$ cat src/rtl/regfile_writeback.sv
// regfile_writeback: write-side front end for the 32x32 register file.
// It merges ALU results with in-order load responses, extracts and extends load data, and publishes a load busy mask.
module regfile_writeback #(
    parameter int LQ_DEPTH = 2
) (
    input  logic        clock,
    input  logic        reset,
    input  logic        alu_valid,
    input  logic [4:0]  alu_rd,
    input  logic [31:0] alu_val,
    input  logic        ld_issue_valid,
    output logic        ld_issue_ready,
    input  logic [4:0]  ld_issue_rd,
    input  logic [2:0]  ld_issue_funct3,
    input  logic [1:0]  ld_issue_offset,
    input  logic        ld_resp_valid,
    output logic        ld_resp_ready,
    input  logic [31:0] ld_resp_data,
    output logic [4:0]  rd_addr,
    output logic [31:0] w_val,
    output logic [31:0] busy_mask,
    output logic        proto_err
);
    localparam int AW = $clog2(LQ_DEPTH);

    logic [4:0]  r_lq_rd  [LQ_DEPTH];
    logic [2:0]  r_lq_f3  [LQ_DEPTH];
    logic [1:0]  r_lq_off [LQ_DEPTH];
    logic [AW-1:0] r_wp, r_rp;
    logic [AW:0]   r_cnt;
    logic        r_h_v, r_o_ld, r_perr;
    logic [4:0]  r_h_rd, r_rd;
    logic [31:0] r_h_val, r_val;

    logic        w_push, w_acc, w_drop;
    logic [4:0]  w_hrd;
    logic [2:0]  w_f3;
    logic [1:0]  w_off;
    logic [31:0] w_bsh, w_hsh, w_ext, w_busy;
    logic [7:0]  w_b;
    logic [15:0] w_h;

    assign ld_issue_ready = r_cnt < (AW+1)'(LQ_DEPTH);
    assign ld_resp_ready  = !r_h_v;
    assign w_push = ld_issue_valid && ld_issue_ready;
    assign w_acc  = ld_resp_valid && !r_h_v && r_cnt != '0;
    assign w_drop = ld_resp_valid && !r_h_v && r_cnt == '0;

    assign w_hrd = r_lq_rd[r_rp];
    assign w_f3  = r_lq_f3[r_rp];
    assign w_off = r_lq_off[r_rp];
    assign w_bsh = ld_resp_data >> {w_off, 3'b000};
    assign w_hsh = ld_resp_data >> {w_off[1], 4'b0000};
    assign w_b   = w_bsh[7:0];
    assign w_h   = w_hsh[15:0];
    // funct3 011/110/111 fall through to a full-word load
    assign w_ext = w_f3 == 3'b000 ? {{24{w_b[7]}}, w_b} :
                   w_f3 == 3'b100 ? {24'b0, w_b} :
                   w_f3 == 3'b001 ? {{16{w_h[15]}}, w_h} :
                   w_f3 == 3'b101 ? {16'b0, w_h} : ld_resp_data;

    always_comb begin
        w_busy = '0;
        for (int i = 0; i < LQ_DEPTH; i++)
            if ((AW+1)'(i) < r_cnt) w_busy = w_busy | (32'b1 << r_lq_rd[AW'(r_rp + AW'(i))]);
        if (r_h_v) w_busy = w_busy | (32'b1 << r_h_rd);
        if (r_o_ld) w_busy = w_busy | (32'b1 << r_rd);
        w_busy[0] = 1'b0;
    end

    assign busy_mask = w_busy;
    assign rd_addr   = r_rd;
    assign w_val     = r_val;
    assign proto_err = r_perr;

    always_ff @(posedge clock) begin
        if (w_push) begin
            r_lq_rd[r_wp]  <= ld_issue_rd;
            r_lq_f3[r_wp]  <= ld_issue_funct3;
            r_lq_off[r_wp] <= ld_issue_offset;
        end
    end

    always_ff @(posedge clock or negedge reset) begin
        if (!reset) begin
            r_wp    <= '0;
            r_rp    <= '0;
            r_cnt   <= '0;
            r_h_v   <= 1'b0;
            r_h_rd  <= '0;
            r_h_val <= '0;
            r_rd    <= '0;
            r_val   <= '0;
            r_o_ld  <= 1'b0;
            r_perr  <= 1'b0;
        end else begin
            r_wp  <= r_wp + AW'(w_push);
            r_rp  <= r_rp + AW'(w_acc);
            r_cnt <= r_cnt + (AW+1)'(w_push) - (AW+1)'(w_acc);
            if (w_drop) r_perr <= 1'b1;
            if (alu_valid) begin
                r_rd   <= alu_rd;
                r_val  <= alu_val;
                r_o_ld <= 1'b0;
                if (w_acc) begin
                    r_h_v   <= 1'b1;
                    r_h_rd  <= w_hrd;
                    r_h_val <= w_ext;
                end
            end else if (r_h_v) begin
                r_rd   <= r_h_rd;
                r_val  <= r_h_val;
                r_o_ld <= 1'b1;
                r_h_v  <= 1'b0;
            end else begin
                r_rd   <= w_acc ? w_hrd : 5'd0;
                r_val  <= w_acc ? w_ext : 32'd0;
                r_o_ld <= w_acc;
            end
        end
    end
endmodule
$ cat config.mk
export PLATFORM = sky130hd
export DESIGN_NAME = regfile_writeback
export DESIGN_NICKNAME = d
export VERILOG_FILES = /design/src/rtl/regfile_writeback.sv
export SDC_FILE = /design/constraint.sdc
export NUM_CORES = 1
export LEC_CHECK = 0
export ABC_CLOCK_PERIOD_IN_PS = 4000
export CORE_MARGIN = 5
export CORE_UTILIZATION = 30
export DETAILED_ROUTE_END_ITERATION = 16
export GPL_ROUTABILITY_DRIVEN = 0
export PLACE_DENSITY = 0.56
export SKIP_LAST_GASP = 1
export SLEW_MARGIN = 10
export SYNTH_ARGS = -nofsm -noshare
export SYNTH_HDL_FRONTEND = slang
export SYNTH_SLANG_ARGS = --single-unit
$ cat constraint.sdc
create_clock -name clock -period 4 [get_ports clock]
set_input_delay 1.2 -clock clock [delete_from_list [all_inputs] [get_ports clock]]
set_output_delay 1.2 -clock clock [all_outputs]
set_load 0.01 [all_outputs]
* After elaboration in Yosys (flattened, before gate mapping) *
Memories as Yosys holds them, arrays and structs flattened.
Index checks and enable logic that the tools add are counted.

storage, ports and cells
  bits in registers = 81
  memory bits (writable) = 20
  input bits = 84
  output and inout bits = 72
  word-level logic and storage cells = 63
  memories = 3

memory list
  name      depth  width  read ports  clocked after Yosys merged registers in  wr ports  RTL line  text
  r_lq_rd   2      5      2           0                                        1         26        logic [4:0] r_lq_rd [LQ_DEPTH];
  r_lq_f3   2      3      1           0                                        1         27        logic [2:0] r_lq_f3 [LQ_DEPTH];
  r_lq_off  2      2      1           0                                        1         28        logic [1:0] r_lq_off [LQ_DEPTH];

operators by class
  add/subtract/negate cells = 5
  order comparisons = 3
  equal/unequal tests = 4
  shifts and indexed selects = 6
  mux-type cells = 20
  bitwise logic cells = 3
  reductions and logical operators = 9

operators with widths
  operator                                                              count
  32-bit 2-to-1 mux                                                     11
  1-bit by 5-bit << shifter with 32-bit output (first input constant)   4
  32-bit bitwise OR                                                     3
  32-bit by 5-bit right shift with 16-bit output                        1
  32-bit by 5-bit right shift with 8-bit output                         1
  5-bit 2-to-1 mux                                                      3
  3-bit == test (second input constant)                                 2
  1-bit 2-to-1 mux                                                      6
  1-bit logical AND                                                     4
  1-bit by 2-bit < comparator with 1-bit output (first input constant)  2
  3-bit by 1-bit == test with 1-bit output (second input constant)      1
  3-bit zero test                                                       1
  1-bit adder                                                           2
  2-bit by 1-bit adder with 2-bit output                                1
  2-bit zero test                                                       1
  2-bit < comparator (second input constant)                            1
  2-bit by 1-bit != test with 1-bit output (second input constant)      1
  2-bit AND reduction                                                   1
  2-bit nonzero test                                                    1
  2-bit by 1-bit subtractor with 2-bit output                           1
  1-bit adder (second input constant)                                   1
  1-bit zero test                                                       1

* Longest topological paths before layout *
An unclocked memory read counts as a cell.

  depth in word-level cells = 9
  gate-level depth with buffers = 10
  mapped depth without buffers = 7

* Worst setup path after synthesis *
No wires, ideal clock.

  path kind = register to output
  from = reg r_rp
  to = out busy_mask[26]
  arrival = 1.826 ns
  data required time = 2.800 ns
  slack = 0.974 ns
  cell stages (with the launch flop) = 9
  path buffers = 3
  cell sequence = dfrtp_1 buf_4 buf_6 buf_6 mux2_2 o21ai_0 nor2_1 a222oi_1 o21ai_0

on the way
  word-level cells in the longest chain between the ends = 9
  elaborated cells on any way between the ends = 11
  classes of those cells = 1 x add/sub; 2 x shift; 4 x mux; 3 x bitwise; 1 x memory

RTL lines
  element                                                                                   RTL line  text
  start: declaration                                                                        29        logic [AW-1:0] r_wp, r_rp;
  start signal: assignment                                                                  98        r_rp <= r_rp + AW'(w_acc);
  1-bit adder / memory 2 x 5 bit (equally long branches)                                    n/a
  memory 2 x 5 bit (*)                                                                      n/a
  1-bit by 5-bit << shifter with 32-bit output / 32-bit 2-to-1 mux (equally long branches)  65        if ((AW+1)'(i) < r_cnt) w_busy = w_busy | (32'b1 << r_lq_rd[AW'(r_rp + AW'(i))]);
  32-bit bitwise OR                                                                         65
  32-bit 2-to-1 mux (*)                                                                     65
  32-bit bitwise OR                                                                         66        if (r_h_v) w_busy = w_busy | (32'b1 << r_h_rd);
  32-bit 2-to-1 mux (*)                                                                     66
  32-bit bitwise OR                                                                         67        if (r_o_ld) w_busy = w_busy | (32'b1 << r_rd);
  32-bit 2-to-1 mux (*)                                                                     67
  end: declaration                                                                          21        output logic [31:0] busy_mask,

Mark *: on every way between the ends. The rest lies on a longest branch, timed or not.

* Worst setup path after layout *
  from = reg r_rp
  to = out busy_mask[16]

Same word-level chain as after synthesis.

==> impl_metrics.csv <==
group,metric,value,unit
sta,holdWs,0.483,ns
synth,ys_seq_elements,101,
critical_path,cp-end-kind,"primary output",
cells_and_area,share_of_layout_cells_above_drive_strength_1,8.87,%
die,die-area,0.0235,sq mm
cells_and_area,syn_to_final_growth,33.3,%
clocking,cts.clk_slew.worst_paths,0.07,ns
synth,syn-mean-instance-area,8.97,sq um
power,overall_power_consumption,4.78,mW
placed_design,placement.io_buffers,154,
power,power.static_leakage,3.20,nW
routing,wl,20.7,mm
sta,worst_slack,0.143,ns
critical_path,crit_path_cell_trace,"mux2_2 > o21ai_0 > nor2_1 > a222oi_1 > o21ai_0 > clkdlybuf4s50_1",
flow_run,cap_violations,0,
power,powerDensity,582,mW/mm^2
critical_path,setup.worst_path.start_class,"flop",
sta,fin_crit_sh,96.4,%
sta,worst_slew_slack_as_a_fraction_of_its_limit,34.6,%
clocking,ctsLongestPathBuffers,2,
cells_and_area,layout.cell_area.non_filler,0.00821,sq mm
clocking,clk_latency,0.35,ns
synth,netlist_area,0.00616,sq mm
die,floorplan.rows,52,
placed_design,pre_cts_ws,0.466,ns
routing,drt-vias-per-instance,5.36,
synth,complex_gate_fraction_of_the_synthesized_area,27.8,%
clocking,cts_buf_count,9,
placed_design,dp.final_hpwl,15.3,mm
synth,ys_dominant_reg_cell,"sky130_fd_sc_hd__dfrtp_1",
critical_path,worstPathMaxFanout,13,
placed_design,place_area,0.00792,sq mm
outcome,outcome,"finished clean",
critical_path,critical_path_cell_count,6,
die,i_o_pin_count,156,
clocking,cts_tree,"built",
sta,tightestPinTransition,0.981,ns
clocking,postCtsSetupRepairBufs,0,
critical_path,path_common_cell,"sky130_fd_sc_hd__o21ai_0",
global_routing,grt_start_max_net_pins,58,
global_routing,global_route.overflow_total,0,
sta,grt_setup_unrepaired,"false",
synth,yosysWarnings,0,
sta,final-setup-viol-count,0,
synth,synth-seq-area-share,42.7,%
clocking,clock-root-buffer,"sky130_fd_sc_hd__clkbuf_16",
synth,synth_xor_xnor_area_share,0.427,%
synth,postSynth.asyncResetShare,80.2,%
global_routing,grt_pass1_wl,31.8,mm
global_routing,grt_pass1_vias,5385,
cells_and_area,design.final.nets,906,
synth,post_synth_edffs,20,
global_routing,groute.usage.overall,16.9,%
synth,synth_simple_gate_area_share,15.6,%
critical_path,critPathBufInv,1,
routing,ant_nets,0,
critical_path,critical-path-top-delay-family,"compound AO/OA/AOI/OAI gates",
min_path,hold_depth,2,
clocking,cts_num_sinks,101,
routing,detailedRoute.firstIterationViolations,713,
critical_path,reg2regPathDepth,8,
min_path,holdCritPathClass,"reg -> reg",
sta,timing_hold_violations_final,0,
cells_and_area,post_layout_nonfiller_instances,1095,
cells_and_area,layout.core_utilization,40.6,%
global_routing,grt_antenna_before_repair,2,
synth,synth.area.mux_share,7.24,%
routing,drtPass1Iterations,8,
routing,detailroute.via_count,5870,
synth,adder_cell_fraction_of_synth_area,0.813,%
critical_path,criticalPathCategory,"reg -> out",
clocking,clock_tree.htree_level_count,3,
power,vdd_drop_max,0.282,mV
sta,finalClockSkew,0.0124,ns
sta,final.setup.tns,0,ns
routing,route.detailed.wl_per_inst,18.9,microns
die,initial_utilization,30.4,%
synth,count_of_different_cell_masters_after_synthesis,58,
critical_path,timing.critical_path.required,2.80,ns
routing,post-route-drc-count,0,
critical_path,critPathArrivalTime,2.66,ns
sta,layout_min_cycle_time,3.86,ns
critical_path,slowest_delay,0.51,ns
sta,timing_max_transition_violations_final,0,
synth,largest_family_of_logic_cells_by_synthesized_area,"compound AO/OA/AOI/OAI gates",
cells_and_area,fillers,2013,
synth,syn_nets,774,
synth,synthCells,686,
die,floorplan.core_area,0.0202,sq mm
placed_design,dp_cells,1077,
die,die_height,153,microns
critical_path,cpMaxStageDelayCell,"sky130_fd_sc_hd__dfrtp_2",
sta,maxClockFrequency,259,MHz
die,die_w,153,microns
-- timing repair --
item | 4_1_cts | 5_1_grt
gates resized for setup | 0 | 2
setup endpoints to repair | 0 | 7
hold buffers | 0 | 0
-- Yosys cell counts, drive strengths merged (3+ instances only) --
| cell type | instances | share of area, % |
|---|---|---|
| mux2i | 17 | 3.0 |
| a22oi | 17 | 2.1 |
| nand3 | 4 | 0.33 |
| nand2b | 9 | 0.91 |
| buf | 22 | 2.6 |
| clkbuf | 29 | 1.8 |
| edfxtp | 20 | 9.8 |
| a21o | 3 | 0.37 |
| a211oi | 5 | 0.61 |
| nor3b | 11 | 1.5 |
| o221ai | 4 | 0.57 |
| dfrtp | 81 | 33 |
| nor2b | 22 | 2.2 |
| nor3 | 4 | 0.33 |
| and3b | 5 | 0.71 |
| a31oi | 5 | 0.51 |
| a22o | 15 | 2.1 |
| nor2 | 51 | 3.1 |
| mux2 | 17 | 3.2 |
| and3 | 4 | 0.41 |
| mux4 | 3 | 1.1 |
| nand2 | 88 | 5.4 |
| a222oi | 22 | 3.6 |
| o21ai | 103 | 8.4 |
| and2 | 3 | 0.30 |
| inv | 17 | 1.0 |
| ha | 4 | 0.81 |
| a21oi | 78 | 7.1 |
-- final timing paths --
check	slack, ns	from	endpoint
max in group asynchronous	2.42	reset	r_h_val[12]
max reg2reg	1.12	r_rp	w_val[14]
min	0.48	r_h_val[31]	r_h_val[31]
min reg2reg	0.48	r_h_val[31]	r_h_val[31]
max	0.14	r_rp	busy_mask[16]
min in group asynchronous	0.84	reset	w_val[19]
-- worst register-to-register path: stages, from the launching register on --
cell	delay (ns)
sky130_fd_sc_hd__dfrtp_2	0.51
sky130_fd_sc_hd__buf_4	0.40
sky130_fd_sc_hd__mux2_4	0.41
sky130_fd_sc_hd__mux2i_1	0.23
sky130_fd_sc_hd__a22oi_1	0.14
sky130_fd_sc_hd__nor3b_4	0.17
sky130_fd_sc_hd__buf_4	0.29
sky130_fd_sc_hd__o21bai_1	0.22
sky130_fd_sc_hd__a221o_1	0.40
-- kinds of logic (layout without fill, tap and decap cells) --
logic type / after synthesis / count (layout)
compound gates: 268 / 268
xor+xnor: 3 / 3
fa+ha+maj: 4 / 4
buf+inv: 68 / 205
flops: 101 / 101
mux: 37 / 37
other cells: 1 / 3
simple gates: 204 / 204
-- cells in the final DEF (no fill, tap or decap), types with 17 or more instances in the layout --
cell / instances
sky130_fd_sc_hd__inv_1: 17
sky130_fd_sc_hd__o21ai_1: 23
sky130_fd_sc_hd__nor2b_1: 22
sky130_fd_sc_hd__nand2_1: 87
sky130_fd_sc_hd__a22oi_1: 17
sky130_fd_sc_hd__a222oi_1: 22
sky130_fd_sc_hd__dfrtp_1: 80
sky130_fd_sc_hd__clkdlybuf4s50_1: 152
sky130_fd_sc_hd__buf_4: 18
sky130_fd_sc_hd__o21ai_0: 80
sky130_fd_sc_hd__nor2_1: 51
sky130_fd_sc_hd__edfxtp_1: 20
sky130_fd_sc_hd__a21oi_1: 68
-- layout make-up --
class	count	area (sq um)	area share (%)
clock inverters	5	42.5	0.518
clock buffers	11	243	2.96
inverters	17	63.8	0.778
multi-input cells	517	3200	39.0
repair buffers	172	1680	20.5
diodes	2	5.00	0.0610
flip-flops and latches	101	2630	32.0
well taps	270	338	4.12
-- state kept, by name (all words and copies together), names as in the netlist --
| register | cells |
|---|---|
| r_cnt | 2 |
| r_h_val | 32 |
| rd_addr | 5 |
| r_wp | 1 |
| r_lq_off | 4 |
| proto_err | 1 |
| r_lq_rd | 10 |
| r_h_rd | 5 |
| w_val | 32 |
| r_lq_f3 | 6 |
| r_o_ld | 1 |
| r_h_v | 1 |
| r_rp | 1 |
-- where the power goes --
part           internal [mW]  total, mW  leakage, nW  switching [mW]
registers               1.38       1.64         1.18           0.261
clock network          0.447      0.859        0.137           0.412
logic                  0.989       2.28         1.88            1.29
-- routing by layer --
metal / up-vias / track usage (%) / wire (microns)
met1: 2764 / 24.7 / 9430
met5: - / 0 / 0
li1: 2785 / - / -
met3: 35 / 3.14 / 1480
met4: 0 / 4.62 / 435
met2: 286 / 25.5 / 9370
Note: power is estimated with default switching activity, not from simulation.
